### src/rtl/paddle_input_arbiter.sv
// paddle_input_arbiter: per-paddle ownership FSM arbitrating accel tilt, UART commands and buttons into up/down move requests
// Ports: clk, reset_n (async active-low), tick_1ms (1 ms enable),
//   accel_x/accel_y + accel_valid (signed tilt samples for paddle1/paddle2),
//   rx_dv + rx_byte (UART command: [0] P1 dn, [1] P1 up, [2] P2 dn, [3] P2 up),
//   btn (debounced: [0] P1 dn, [1] P1 up, [2] P2 dn, [3] P2 up),
//   p1_up/p1_dn/p2_up/p2_dn (move requests), p1_src/p2_src (owner: 00 none, 01 accel, 10 uart, 11 button)
module paddle_input_arbiter #(
    parameter int TILT_THRESH = 64,
    parameter int HOLD_MS     = 150,
    parameter int IDLE_MS     = 2000,
    parameter int AW          = 17
) (
    input  logic          clk,
    input  logic          reset_n,
    input  logic          tick_1ms,
    input  logic [AW-1:0] accel_x,
    input  logic [AW-1:0] accel_y,
    input  logic          accel_valid,
    input  logic          rx_dv,
    input  logic [7:0]    rx_byte,
    input  logic [3:0]    btn,
    output logic          p1_up,
    output logic          p1_dn,
    output logic          p2_up,
    output logic          p2_dn,
    output logic [1:0]    p1_src,
    output logic [1:0]    p2_src
);
    localparam int CW = $clog2(((HOLD_MS > IDLE_MS) ? HOLD_MS : IDLE_MS) + 1);
    localparam logic [1:0] S_NONE = 2'b00, S_ACC = 2'b01, S_UART = 2'b10, S_BTN = 2'b11;
    localparam logic signed [AW-1:0] POS = AW'(TILT_THRESH);
    localparam logic signed [AW-1:0] NEG = -POS;
    logic unused_hi;
    assign unused_hi = ^rx_byte[7:4];
    for (genvar i = 0; i < 2; i++) begin : g_pad
        logic signed [AW-1:0] acc;
        logic [1:0] cmd, b, st, st_nx;
        logic [CW-1:0] hold, idle;
        logic up, dn, acc_act, uart_act, btn_act, own_act, own_up, own_dn, timeout;
        assign b = btn[2*i +: 2];
        always_comb begin
            acc_act  = acc > POS || acc < NEG;
            uart_act = hold != '0 && cmd != 2'b00;
            btn_act  = b != 2'b00;
            st_nx    = btn_act ? S_BTN :
                       (uart_act && (st == S_NONE || st == S_ACC)) ? S_UART :
                       (acc_act && st == S_NONE) ? S_ACC : st;
            own_act  = st_nx == S_BTN ? btn_act : st_nx == S_UART ? uart_act :
                       st_nx == S_ACC ? acc_act : 1'b0;
            // both-pressed / both-set decodes to zero motion; inactive sources decode to 00
            {own_up, own_dn} = st_nx == S_BTN  ? {b[1] & ~b[0], b[0] & ~b[1]} :
                               st_nx == S_UART ? (hold != '0 ? {cmd[1] & ~cmd[0], cmd[0] & ~cmd[1]} : 2'b00) :
                               st_nx == S_ACC  ? {acc > POS, acc < NEG} : 2'b00;
            // this tick would be the IDLE_MS-th consecutive inactive tick of an unchanged owner
            timeout  = st_nx == st && st != S_NONE && !own_act && idle == CW'(IDLE_MS - 1);
        end
        always_ff @(posedge clk or negedge reset_n) begin
            if (!reset_n) begin
                acc  <= '0;
                cmd  <= 2'b00;
                hold <= '0;
                idle <= '0;
                st   <= S_NONE;
                up   <= 1'b0;
                dn   <= 1'b0;
            end else begin
                if (accel_valid)
                    acc <= (i == 0) ? accel_x : accel_y;
                if (rx_dv) begin
                    cmd  <= rx_byte[2*i +: 2];
                    hold <= CW'(HOLD_MS);
                end else if (tick_1ms && hold != '0)
                    hold <= hold - CW'(1);
                if (tick_1ms) begin
                    st   <= timeout ? S_NONE : st_nx;
                    idle <= (timeout || st_nx != st || own_act || st_nx == S_NONE) ? '0 : idle + CW'(1);
                    up   <= own_up;
                    dn   <= own_dn;
                end
            end
        end
    end
    assign p1_up  = g_pad[0].up;
    assign p1_dn  = g_pad[0].dn;
    assign p1_src = g_pad[0].st;
    assign p2_up  = g_pad[1].up;
    assign p2_dn  = g_pad[1].dn;
    assign p2_src = g_pad[1].st;
endmodule

### config.mk
export PLATFORM = sky130hd
export DESIGN_NAME = paddle_input_arbiter
export DESIGN_NICKNAME = d
export VERILOG_FILES = /design/src/rtl/paddle_input_arbiter.sv
export SDC_FILE = /design/constraint.sdc
export NUM_CORES = 1
export LEC_CHECK = 0
export ABC_AREA = 1
export BUFFER_PORTS_ARGS = -buffer_cell sky130_fd_sc_hd__buf_2
export CORE_MARGIN = 2
export CORE_UTILIZATION = 60
export DETAILED_ROUTE_END_ITERATION = 12
export GPL_TIMING_DRIVEN = 1
export PLACE_DENSITY = 0.82
export SYNTH_ARGS = -nofsm -noshare
export SYNTH_HDL_FRONTEND = slang
export SYNTH_SLANG_ARGS = --single-unit
### constraint.sdc
create_clock -name clk -period 5 [get_ports clk]
set_input_delay 0.25 -clock clk [delete_from_list [all_inputs] [get_ports clk]]
set_output_delay 0.25 -clock clk [all_outputs]
set_load 0.02 [all_outputs]
; After elaboration in Yosys (flattened, before gate mapping)
; Cells that the tools add are included.
[classes]
add_sub_neg = 4
mul = 0
div = 0
magnitude_cmp = 4
eq_ne = 14
n_shift = 0
muxes = 28
bitwise_logic = 16
reduce_logical = 40
[op_table]
columns = op, n
row1 = two-way mux 11 bit, 6
row2 = > comparator 17 x 8 -> 1 bit (second input constant), 2
row3 = less-than comparator 17 x 7 -> 1 bit (second input constant), 2
row4 = two-way mux 2 bit, 16
row5 = adder 11 x 1 -> 11 bit (second input constant), 2
row6 = == test 11 bit (second input constant), 2
row7 = nonzero test 11 bit, 2
row8 = subtractor 11 x 1 -> 11 bit (second input constant), 2
row9 = nonzero test 2 bit, 8
row10 = logical AND 1 bit, 14
row11 = logical OR 1 bit, 10
row12 = bitwise AND 1 bit, 8
row13 = == test 2 x 1 -> 1 bit (second input constant), 4
row14 = == test 2 bit (second input constant), 4
row15 = logical NOT 2 bit, 4
row16 = NOT 1 bit, 8
row17 = two-way mux 1 bit, 6
row18 = == test 2 bit, 2
row19 = inequality test 2 bit, 2
row20 = logical NOT 1 bit, 2
[word_totals]
ff_bits = 90
latch_bits = 0
ramBits = 0
romBits = 0
elab_cells = 120
n_memories = 0

; Logic depth before layout (Yosys ltp)
; Gate-level depths: netlist of run 1.
[depth]
ltp_word = 17
ltp_mapped = 12
ltp_nobuf = 12

; Worst setup path before layout of run 1
; No wires, ideal clock.
[synth_path]
path_kind = flip-flop to flip-flop
startpoint = register g_pad[1].hold[0]
endpoint = register g_pad[1].idle[7]
setup_ns = 0.141
t_arrival_ns = 1.555
path_slack_ns = 3.303
stages_incl_launch_ff = 11
period_less_slack_ns = 1.697
cell_sequence = dfrtp_1 > inv_1 > ha_1 > nand2_1 > nor2_1 > nand3_4 > a21oi_4 > nand3_1 > nand3_2 > buf_6 > a21oi_2
[synth_via]
elab_chain_cells = 16
[synth_lines]
columns = element, line_no
row1 = start: declaration, 38  ; logic [CW-1:0] hold, idle;
row2 = start signal: assignment, 71  ; hold <= CW'(HOLD_MS);
row3 = start signal: assignment, 73  ; hold <= hold - CW'(1);
row4 = nonzero test 11 bit *, 43  ; uart_act = hold != '0 && cmd != 2'b00;
row5 = logical AND 1 bit *, 43
row6 = logical AND 1 bit, 46  ; (uart_act && (st == S_NONE || st == S_ACC)) ? S_UART :
row7 = two-way mux 2 bit, 46
row8 = two-way mux 2 bit, 45  ; st_nx = btn_act ? S_BTN :
row9 = == test 2 x 1 -> 1 bit, 49  ; st_nx == S_ACC ? acc_act : 1'b0;
row10 = two-way mux 1 bit, 49
row11 = two-way mux 1 bit (2 in series), 48  ; own_act = st_nx == S_BTN ? btn_act : st_nx == S_UART ? uart_act :
row12 = logical NOT 1 bit, 55  ; timeout = st_nx == st && st != S_NONE && !own_act && idle == CW'(IDLE_MS - 1);
row13 = logical AND 1 bit (2 in series), 55
row14 = logical OR 1 bit (2 in series), 76  ; idle <= (timeout || st_nx != st || own_act || st_nx == S_NONE) ? '0 : idle + CW'(1);
row15 = logical OR 1 bit *, 76
row16 = two-way mux 11 bit *, 76
row17 = end signal: assignment, 76
row18 = end: declaration, 38
; Mark *: on every way between the ends. The rest lies on a longest branch, timed or not.
; A chain may end at the register's enable or synchronous reset.

; Final worst setup path of run 1
[layout_path]
startpoint = register g_pad[1].hold[0]
endpoint = register g_pad[1].idle[0]
; The elaborated chain is that of the path after synthesis.

==> results of run 1 <==
[power by group through the flow]
stage	logic (W)	registers, W	clock network (W)
5_1_grt	0.000220	0.000809	0.000569
4_1_cts	0.000196	0.000802	0.000542
2_1_floorplan	0.000123	0.000816	0
3_3_place_gp	0.000184	0.000813	0
6_report	0.000193	0.000803	0.000530
3_5_place_dp	0.000193	0.000816	0
[stage by stage]
step | util | worst slack [ns]
finish | 0.6850 | 2.890
global route | 0.6850 | 2.648
CTS | 0.6850 | 2.890
detailed placement | 0.6553 | 2.553
global placement | 0.6553 | 2.586
floorplan | - | 3.303
[cells in the mapped netlist, types with 3 or more instances]
| cell type | count |
|---|---|
| clkbuf_1 | 9 |
| o21a_1 | 3 |
| o21ai_0 | 33 |
| mux2_2 | 24 |
| xor2_1 | 11 |
| a21oi_2 | 19 |
| xnor2_1 | 5 |
| nor3_1 | 10 |
| buf_1 | 3 |
| nand4_1 | 15 |
| inv_1 | 65 |
| nand3_2 | 3 |
| dfrtp_1 | 90 |
| nand2_2 | 3 |
| nand2_1 | 91 |
| a21oi_1 | 15 |
| o211ai_1 | 3 |
| ha_1 | 4 |
| nor2_1 | 63 |
| nand3_1 | 29 |
[metal layers]
metal	up-vias	track usage	part of all wire
met4	0	0.08209	0.0095
met5	-	0	0
met3	11	0.04191	0.043
li1	1824	-	-
met1	1776	0.2904	0.44
met2	74	0.4167	0.50
[worst min-delay path, delay by kind of cell]
family,cells,cell delay [ns]
simple gates,1,0.04
compound gates,1,0.06
buf+inv,1,0.08
[cells by family after synthesis]
family,after synthesis,synth area share
flip-flops,90,0.4844
AO/OA/AOI/OAI,82,0.1133
XOR/XNOR,16,0.03014
multiplexers,24,0.05813
AND/OR/NAND/NOR,232,0.2344
buffers and inverters,81,0.06889
adder cells (fa/ha/maj),4,0.01076
[worst paths after layout]
check                            startpoint               end  slack (ns)  depth (start not counted)
setup reg to reg           g_pad[1].hold[0]  g_pad[1].idle[0]        2.89                         10
setup / recovery           g_pad[1].hold[0]  g_pad[1].idle[0]        2.89                         10
hold reg to reg            g_pad[1].hold[7]  g_pad[1].hold[7]        0.50                          1
min in group asynchronous           reset_n  g_pad[1].idle[9]        0.35                          2
hold / removal                  accel_y[16]  g_pad[1].acc[16]        0.09                          3
max in group asynchronous           reset_n             p1_dn        3.59                          3
[cell type report]
| type | instances | area, sq um |
|---|---|---|
| sequential | 90 | 2252 |
| timing repair buffer | 56 | 290.3 |
| inverter | 66 | 247.7 |
| clock inverter | 7 | 92.59 |
| multi-input combinational | 358 | 2077 |
| fill | 619 | 2396 |
| tap | 102 | 127.6 |
| clock buffer | 9 | 123.9 |
[repair_timing]
item / in CTS / in global routing
hold buffers: 1 / 0
buffers inserted: 0 / 0
endpoints found under the hold margin: 32 / 0
endpoints found under the setup margin: 0 / 0
[registers in the layout, summed over array words and instances (netlist names)]
| register | count |
|---|---|
| g_pad.hold | 22 |
| p2_src | 2 |
| g_pad.cmd | 4 |
| p1_up | 1 |
| p1_src | 2 |
| g_pad.acc | 34 |
| p2_dn | 1 |
| g_pad.idle | 22 |
| p2_up | 1 |
| p1_dn | 1 |
==> flow_summary_export.csv, run 1 <==
group,metric,value,unit
run_status,outcome,"finished, final reports clean",
global_route,grt.total_usage,0.2354,
global_route,grt_overflow,0,
setup_path,critPathLaunchType,"flip-flop",
timing,timing_worst_slew_pin_value,1.009,ns
timing,timing.hold.ws,0.09067,ns
synth,netlist.area_leader.share,0.4844,
setup_path,critPathSlowestCell,"dfrtp_1",
power,netSwitchingPower,0.0004369,W
die,design.die.area,0.008470,sq mm
setup_path,slowest_delay,0.37,ns
clock_network,cts_sinks,90,
run,drv_cap,0,
final_layout,final_cell_count_no_fill,688,
power,p_per_area,292.7,mW/mm^2
clock_network,cts_made_buffers,9,
synth,synth_seq_area_share,0.4844,
placement,place_inst,671,
clock_network,clk_latency,0.36,ns
synth,yosys.area.top_type,"dfrtp_1",
die,rows,32,
global_route,grt_pass1_vias,3809,
setup_path,cp_num_buf_inv,1,
setup_path,required,5.28,ns
timing,fin_skew,0.01668,ns
power,ir_drop,0.1879,mV
final_layout,final_common_cell,"nand2_1",
detailed_routing,dr_total_vias,3685,
clock_network,cts_tree,"yes",
timing,rsz0062_at_grt,"no",
synth,synthTopCellsByArea,"dfrtp_1 (48%), nand2_1 (7.3%), mux2_2 (5.8%)",
timing,slew_headroom,0.3276,
synth,async_reset_ff_frac,1.000,
setup_path,arrival,2.39,ns
clock_network,cts_resized,0,
timing,hold_violations,0,
synth,ys_seq_elements,90,
final_layout,nNetsFinal,636,
final_layout,antenna_cells,0,
detailed_routing,first_pass_iters,5,
power,power.share.clock,0.347,
setup_path,crit_path_cell_trace,"inv_1 -> ha_1 -> nand2_1 -> nor2_1 -> nand3_4 -> nand2_2 -> a21oi_1 -> nor2_2 -> nand3_2 -> o21ai_0",
die,core_area,0.007607,sq mm
synth,syn_nets,584,
setup_path,critPathMaxFanout,11,
die,io_pins,59,
timing,fin_crit_sh,0.4221,
placement,place_area,0.004985,sq mm
detailed_routing,drc,0,
final_layout,area_delta_synth_final,12.08,%
detailed_routing,drt_wl_total,9018,um
global_route,grt_first_pass_wirelength,16240,um
clock_network,clockRootBuffer,"clkbuf_8",
setup_path,crit_family,"simple AND/OR/NAND/NOR gates",
power,power.leakage,2.371,nW
timing,setup_viol,0,
detailed_routing,ant_nets,0,
setup_path,timing.critical_path.to_type,"flip-flop",
final_layout,drive_gt1_frac,0.2338,
placement,place_hpwl,6477,um
placement,portBuffers,54,
timing,fin_setup_tns,0,ns
synth,syn_area,0.004649,sq mm
detailed_routing,vias_per_cell,5.356,
power,seq_power_share,0.526,
timing,fin_crit,2.110,ns
synth,synth-main-ff-cell,"dfrtp_1",
timing,drv_slew,0,
clock_network,htree_levels,3,
timing,max_freq,473.8,MHz
detailed_routing,wl_per_cell,13.11,um
final_layout,final_cell_area,0.005211,sq mm
final_layout,final_cell_mix,"nand2_1 (91), dfrtp_1 (90), inv_1 (65)",
synth,synth_edf_count,0,
die,die_x,92.03,um
die,die_h,92.03,um
detailed_routing,first_iter_violations,199,
placement,gp_congestion,0.8310,
clock_network,clkTransAtPathRegs,0.10,ns
clock_network,clockBufferDepth,2,
synth,yosys_warnings,0,
global_route,antenna_found_initial,0,
synth,syn_area_per_cell,8.789,sq um
power,p_total,0.001525,W
power,comb_power_share,0.127,
synth,netlist_instances,529,
global_route,grt_max_degree,59,
die,initial_core_util,0.6112,
power,p_sw_frac,0.2864,
min_path,hold_path_class,"in2reg",
power,p_int,0.001089,W
synth,synth_cell_type_count,40,
setup_path,crit_type,"reg2reg",
(Power assumes the default switching activity.)
==> run 2: changes to the inputs <==
--- a/config.mk
+++ b/config.mk
@@ -5,13 +5,13 @@
 export SDC_FILE = /design/constraint.sdc
 export NUM_CORES = 1
 export LEC_CHECK = 0
-export ABC_AREA = 1
+export ABC_AREA = 0
 export BUFFER_PORTS_ARGS = -buffer_cell sky130_fd_sc_hd__buf_2
 export CORE_MARGIN = 2
-export CORE_UTILIZATION = 60
+export CORE_UTILIZATION = 52
 export DETAILED_ROUTE_END_ITERATION = 12
 export GPL_TIMING_DRIVEN = 1
-export PLACE_DENSITY = 0.82
+export PLACE_DENSITY = 0.76
 export SYNTH_ARGS = -nofsm -noshare
 export SYNTH_HDL_FRONTEND = slang
 export SYNTH_SLANG_ARGS = --single-unit
==> constraint.sdc (replaced) <==
create_clock -name clk -period 1.9 [get_ports clk]
set_input_delay 0.095 -clock clk [delete_from_list [all_inputs] [get_ports clk]]
set_output_delay 0.095 -clock clk [all_outputs]
set_load 0.02 [all_outputs]
==> flow_summary_export.csv, run 2 <==
group,metric,value,unit
run_status,outcome,"finished with violations",
run_status,violations,"negative setup slack",
final_layout,max_flop_register,"g_pad.acc",
detailed_routing,drt-met1-wl,5115,um
final_layout,largest_reg_flops,34,
final_layout,nNetsFinal,634,
detailed_routing,first_iter_violations,343,
clock_network,cts_made_buffers,9,
power,power.leakage,2.754,nW
synth,syn_nets,462,
synth,synth_commonest_cells,"dfrtp_1 (90), nor2_1 (49), mux2_2 (36), nand2_1 (24), o21ai_0 (18)",
synth,synth_seq_area_share,0.5161,
die,die_h,95.61,um
global_route,grt_first_pass_wirelength,19450,um
synth,async_reset_ff_frac,1.000,
synth,netlist_instances,407,
clock_network,clkTransAtPathRegs,0.10,ns
synth,syn_area_per_cell,10.72,sq um
setup_path,critPathLaunchType,"flip-flop",
die,core_area,0.008175,sq mm
setup_path,critPathSlowestCell,"or4_4",
synth,yosys.area.top_type,"dfrtp_1",
final_layout,antenna_cells,0,
detailed_routing,vias_per_cell,6.007,
detailed_routing,ant_nets,0,
timing,fin_setup_tns,-16.23,ns
synth,synth_edf_count,0,
detailed_routing,wl_per_cell,20.42,um
clock_network,cts_sinks,90,
detailed_routing,drc,0,
timing,rsz0062_at_grt,"yes",
detailed_routing,drt_wl_total,14070,um
die,die_x,95.61,um
setup_path,crit_path_cell_trace,"inv_2 -> ha_4 -> or3b_4 -> or4_4 -> a21oi_4 -> nand4_4 -> or2_4 -> mux2i_1",
synth,synth_cell_type_count,54,
timing,drv_slew,0,
setup_path,crit_family,"simple AND/OR/NAND/NOR gates",
placement,place_area,0.005264,sq mm
timing,fin_crit_sh,1.252,
timing,setup_viol,51,
setup_path,timing.critical_path.to_type,"flip-flop",
synth,synthTopCellsByArea,"dfrtp_1 (52%), mux2_2 (9.3%), nor2_1 (4.2%)",
run,drv_cap,0,
global_route,antenna_found_initial,0,
placement,gp_congestion,0.8432,
timing,slew_headroom,0.6118,
power,p_per_area,667.0,mW/mm^2
die,rows,33,
setup_path,arrival,2.66,ns
global_route,grt_max_degree,50,
setup_path,critPathMaxFanout,4,
clock_network,clockBufferDepth,2,
timing,fin_crit,2.380,ns
placement,portBuffers,54,
detailed_routing,met2_length,7647,um
timing,layout_setup_ws,-0.4797,ns
final_layout,final_cell_area,0.006416,sq mm
setup_path,slowest_delay,0.49,ns
synth,ys_seq_elements,90,
synth,synth.most_common_cell,"dfrtp_1",
clock_network,cts_tree,"yes",
timing,fin_skew,0.01641,ns
final_layout,final_common_cell,"dfrtp_1",
detailed_routing,maxUsedRoutingLayer,"met4",
synth,netlist.area_leader.share,0.5161,
timing,max_freq,420.2,MHz
power,p_total,0.004280,W
synth,yosys_warnings,0,
timing,timing_worst_slew_pin_value,0.5770,ns
synth,syn_area,0.004364,sq mm
global_route,grt.total_usage,0.2793,
die,initial_core_util,0.5338,
die,design.die.area,0.009141,sq mm
placement,place_hpwl,7214,um
clock_network,clockRootBuffer,"clkbuf_8",
detailed_routing,dr_total_vias,4139,
global_route,grt_pass1_vias,4184,
setup_path,crit_type,"reg2reg",
detailed_routing,first_pass_iters,5,
final_layout,reg_top3,"g_pad.acc: 34 flops, g_pad.hold: 22 flops, g_pad.idle: 22 flops",
final_layout,utilization,0.7848,
final_layout,drive_gt1_frac,0.4623,
detailed_routing,dr_wl_met3,663,um
setup_path,cp_num_buf_inv,1,
clock_network,htree_levels,3,
power,ir_drop,0.5439,mV
synth,synth-main-ff-cell,"dfrtp_1",
final_layout,final_cell_mix,"dfrtp_1 (90), buf_4 (62), buf_2 (53)",
setup_path,required,2.18,ns
min_path,hold_path_class,"in2reg",
clock_network,clk_latency,0.38,ns
timing,hold_violations,0,
global_route,grt_overflow,0,
die,io_pins,59,
final_layout,area_delta_synth_final,47.02,%
-- run 2: cell types whose count changed after synthesis, sizes merged, moves of 11 or more --
cell,change
nand2,-71
inv,-55
a21oi,-26
nand3,-20
o21ai,-19
nor2,-17
mux2,+12
nor4,+12
xnor2,+11
-- run 2: worst register-to-register path, delay by kind of cell, from the launching register on --
family / cells / cell delay [ns]
and+or+nand+nor: 4 / 1.30
buffers and inverters: 1 / 0.09
AOI/OAI and AO/OA: 1 / 0.21
muxes: 1 / 0.15
DFF: 1 / 0.41
adders and majority gates: 1 / 0.14
-- run 2: cell type report --
type	count	area, sq um
multi-input combinational	292	2424
sequential	90	2252
clock buffer	10	127.6
fill	457	1759
timing repair buffer	174	1364
tap	105	131.4
clock inverter	6	72.57
inverter	12	45.04
-- run 2: report_power, final --
part / total [W] / switching (W) / internal (W)
registers: 0.00212 / 0.0000948 / 0.00203
clock network: 0.00138 / 0.000756 / 0.000623
logic: 0.000778 / 0.000387 / 0.000392
total: 0.00428 / 0.00124 / 0.00304
-- run 2: logic make-up after synthesis --
group / share of synthesized area
AOI/OAI and AO/OA: 0.09318
xor gates and xnor gates: 0.05218
adders and majority gates: 0.01147
buffers and inverters: 0.02466
DFF: 0.5161
muxes: 0.09977
and+or+nand+nor: 0.2027
-- run 2: final timing paths --
check	from	endpoint	slack, ns	cells after the start
worst max register to register	g_pad[0].hold[1]	g_pad[0].idle[0]	-0.48	8
min in group asynchronous	reset_n	g_pad[1].hold[8]	0.12	2
worst max-delay path	g_pad[0].hold[1]	g_pad[0].idle[0]	-0.48	8
worst min register to register	g_pad[0].acc[1]	g_pad[0].acc[1]	0.51	1
max in group asynchronous	reset_n	g_pad[0].cmd[0]	1.13	3
worst min-delay path	btn[2]	p2_up	0.11	3
-- run 2: timing repair --
action                                 CTS  global route
buffers inserted                        11            12
hold buffers                            39             0
endpoints found under the hold margin  128             0
setup endpoints to repair               50            51
pin swaps                               22            35
gates resized for setup                 45            53
gates cloned                             1             0
-- run 2: layer usage --
metal,track usage,up-vias
met5,0,-
met4,0.1190,0
met3,0.05455,64
met2,0.5186,181
met1,0.3079,2073
li1,-,1821
-- run 2: stage by stage --
step | setup slack, ns | cells | hold slack (ns)
floorplan | -0.3664 | 407 | -0.2006
global placement | -0.3355 | 615 | -0.02017
detailed placement | -0.3695 | 615 | -0.01951
CTS | -0.3458 | 682 | 0.1033
global route | -0.5511 | 689 | 0.1073
finish | -0.4797 | 689 | 0.1114
==> run 3: changes to the inputs <==
--- a/config.mk
+++ b/config.mk
@@ -8,10 +8,9 @@
 export ABC_AREA = 0
 export BUFFER_PORTS_ARGS = -buffer_cell sky130_fd_sc_hd__buf_2
 export CORE_MARGIN = 2
-export CORE_UTILIZATION = 52
+export CORE_UTILIZATION = 30
 export DETAILED_ROUTE_END_ITERATION = 12
 export GPL_TIMING_DRIVEN = 1
-export PLACE_DENSITY = 0.76
 export SYNTH_ARGS = -nofsm -noshare
 export SYNTH_HDL_FRONTEND = slang
 export SYNTH_SLANG_ARGS = --single-unit
==> flow_summary_export.csv, run 3 (same netlist as run 2, synthesis figures left out) <==
group,metric,value,unit
die,die_x,124.6,um
run_status,outcome,"finished with violations",
run,drv_cap,0,
clock_network,clk_latency,0.34,ns
timing,max_freq,448.1,MHz
placement,place_ws,-0.4590,ns
final_layout,max_flop_register,"g_pad.acc",
global_route,grt_first_pass_wirelength,18290,um
die,die_h,124.6,um
timing,fin_crit_sh,1.175,
final_layout,drive_gt1_frac,0.4333,
setup_path,critPathLaunchType,"flip-flop",
detailed_routing,vias_per_cell,4.848,
power,ir_drop,0.6383,mV
timing,layout_setup_ws,-0.3318,ns
global_route,grt_overflow,0,
timing,timing.hold.ws,0.01029,ns
detailed_routing,first_pass_iters,4,
placement,gp_congestion,0.7526,
clock_network,clockBufferDepth,2,
final_layout,multi_input_area,0.002330,sq mm
final_layout,seq_area,0.002252,sq mm
die,design.die.area,0.01553,sq mm
clock_network,clkTransAtPathRegs,0.07,ns
setup_path,critPathSlowestCell,"or4_4",
die,rows,44,
detailed_routing,drc,0,
global_route,grt.total_usage,0.1416,
final_layout,final_common_cell,"dfrtp_1",
setup_path,critPathMaxFanout,4,
detailed_routing,ant_nets,0,
timing,hold_violations,0,
clock_network,cts_tree,"yes",
setup_path,required,2.16,ns
timing,drv_slew,0,
timing,timing_worst_slew_pin_value,0.7435,ns
setup_path,slowest_delay,0.54,ns
clock_network,cts_made_buffers,9,
die,core_area,0.01437,sq mm
global_route,grt_pass1_vias,3960,
die,io_pins,59,
final_layout,nFillCells,1319,
power,p_per_area,720.8,mW/mm^2
clock_network,clockRootBuffer,"clkbuf_16",
final_layout,utilization,0.4462,
timing,fin_skew,0.008034,ns
global_route,grt_max_degree,45,
setup_path,arrival,2.50,ns
final_layout,largest_reg_flops,34,
setup_path,crit_path_cell_trace,"or4_4 -> or4_4 -> a21oi_4 -> nand4_4 -> or2_4 -> mux2i_1",
clock_network,htree_levels,3,
placement,place_hpwl,6973,um
timing,fin_crit,2.232,ns
final_layout,final_cell_mix,"dfrtp_1 (90), buf_4 (70), buf_2 (53)",
setup_path,r2r_slack,-0.33,ns
detailed_routing,dr_total_vias,3689,
power,power.leakage,2.721,nW
timing,rsz0062_at_grt,"yes",
run_status,violations,"negative setup slack",
timing,fin_setup_tns,-10.78,ns
setup_path,crit_type,"reg2reg",
global_route,antenna_found_initial,0,
clock_network,cts_sinks,90,
setup_path,timing.critical_path.to_type,"flip-flop",
min_path,hold_path_class,"in2reg",
final_layout,antenna_cells,0,
die,initial_core_util,0.3037,
final_layout,nNetsFinal,627,
detailed_routing,drt_wl_total,10680,um
timing,slew_headroom,0.5044,
final_layout,reg_top3,"g_pad.acc: 34 flops, g_pad.hold: 22 flops, g_pad.idle: 22 flops",
final_layout,area_delta_synth_final,46.90,%
detailed_routing,first_iter_violations,127,
timing,setup_viol,50,
placement,portBuffers,54,
setup_path,cp_common_cell,"or4_4",
detailed_routing,wl_per_cell,14.03,um
-- run 3: cell count changes in the layout (fill, tap and decap cells not counted), sizes merged --
cell,delta
inv,-1
buf,-4
clkinv,+1
dlygate4sd3,-3
-- run 3: timing repair --
item | 4_1_cts | 5_1_grt
hold buffers | 36 | 0
gates resized for setup | 39 | 26
setup buffers | 11 | 10
cloned | 1 | 0
endpoints found under the hold margin | 67 | 0
setup endpoints to repair | 49 | 51
pin swaps | 21 | 19
-- run 3: final cells by class --
class | instances | share of cell area
flip-flops and latches | 90 | 0.3513
well taps | 184 | 0.03591
clock inverters | 6 | 0.01015
inverters | 12 | 0.007026
clock buffers | 10 | 0.03728
repair buffers | 167 | 0.1950
multi-input cells | 292 | 0.3634
-- run 3: stage by stage --
stage                     total power, W  cells  instance area, sq um
after floorplan                 0.002423    407                  4431
after global placement          0.002649    687                  5298
after detailed placement        0.002674    687                  5298
after CTS                       0.004627    751                  6210
after global routing            0.004843    761                  6411
final                           0.004621    761                  6411
-- run 3: path summary, 6_finish.rpt --
kind                                  startpoint                to  depth (start not counted)
worst max-delay path            g_pad[0].hold[6]  g_pad[0].idle[0]                          6
min in group asynchronous                reset_n  g_pad[1].hold[5]                          2
worst min-delay path                  rx_byte[0]   g_pad[0].cmd[0]                          3
worst min register to register             p2_up             p2_up                          1
worst max register to register  g_pad[0].hold[6]  g_pad[0].idle[0]                          6
max in group asynchronous                reset_n  g_pad[0].acc[16]                          3
-- run 3: routing by layer --
metal,GRT usage,vias up,wire length (um)
met2,0.2514,59,5563
li1,-,1802,-
met4,0.04825,0,163
met5,0,-,0
met3,0.03007,16,296
met1,0.1698,1812,4654
-- run 3: report_power, final --
group | switching, W | internal [W]
sequential | 0.0000849 | 0.00203
combinational | 0.000326 | 0.000364
clock | 0.000758 | 0.00106
total | 0.00117 | 0.00345
-- run 3: critical path, delay by kind of cell, from the launching register on --
family	cells	cell delay [ns]
muxes	1	0.12
and+or+nand+nor	4	1.46
DFF	1	0.38
AOI/OAI and AO/OA	1	0.20
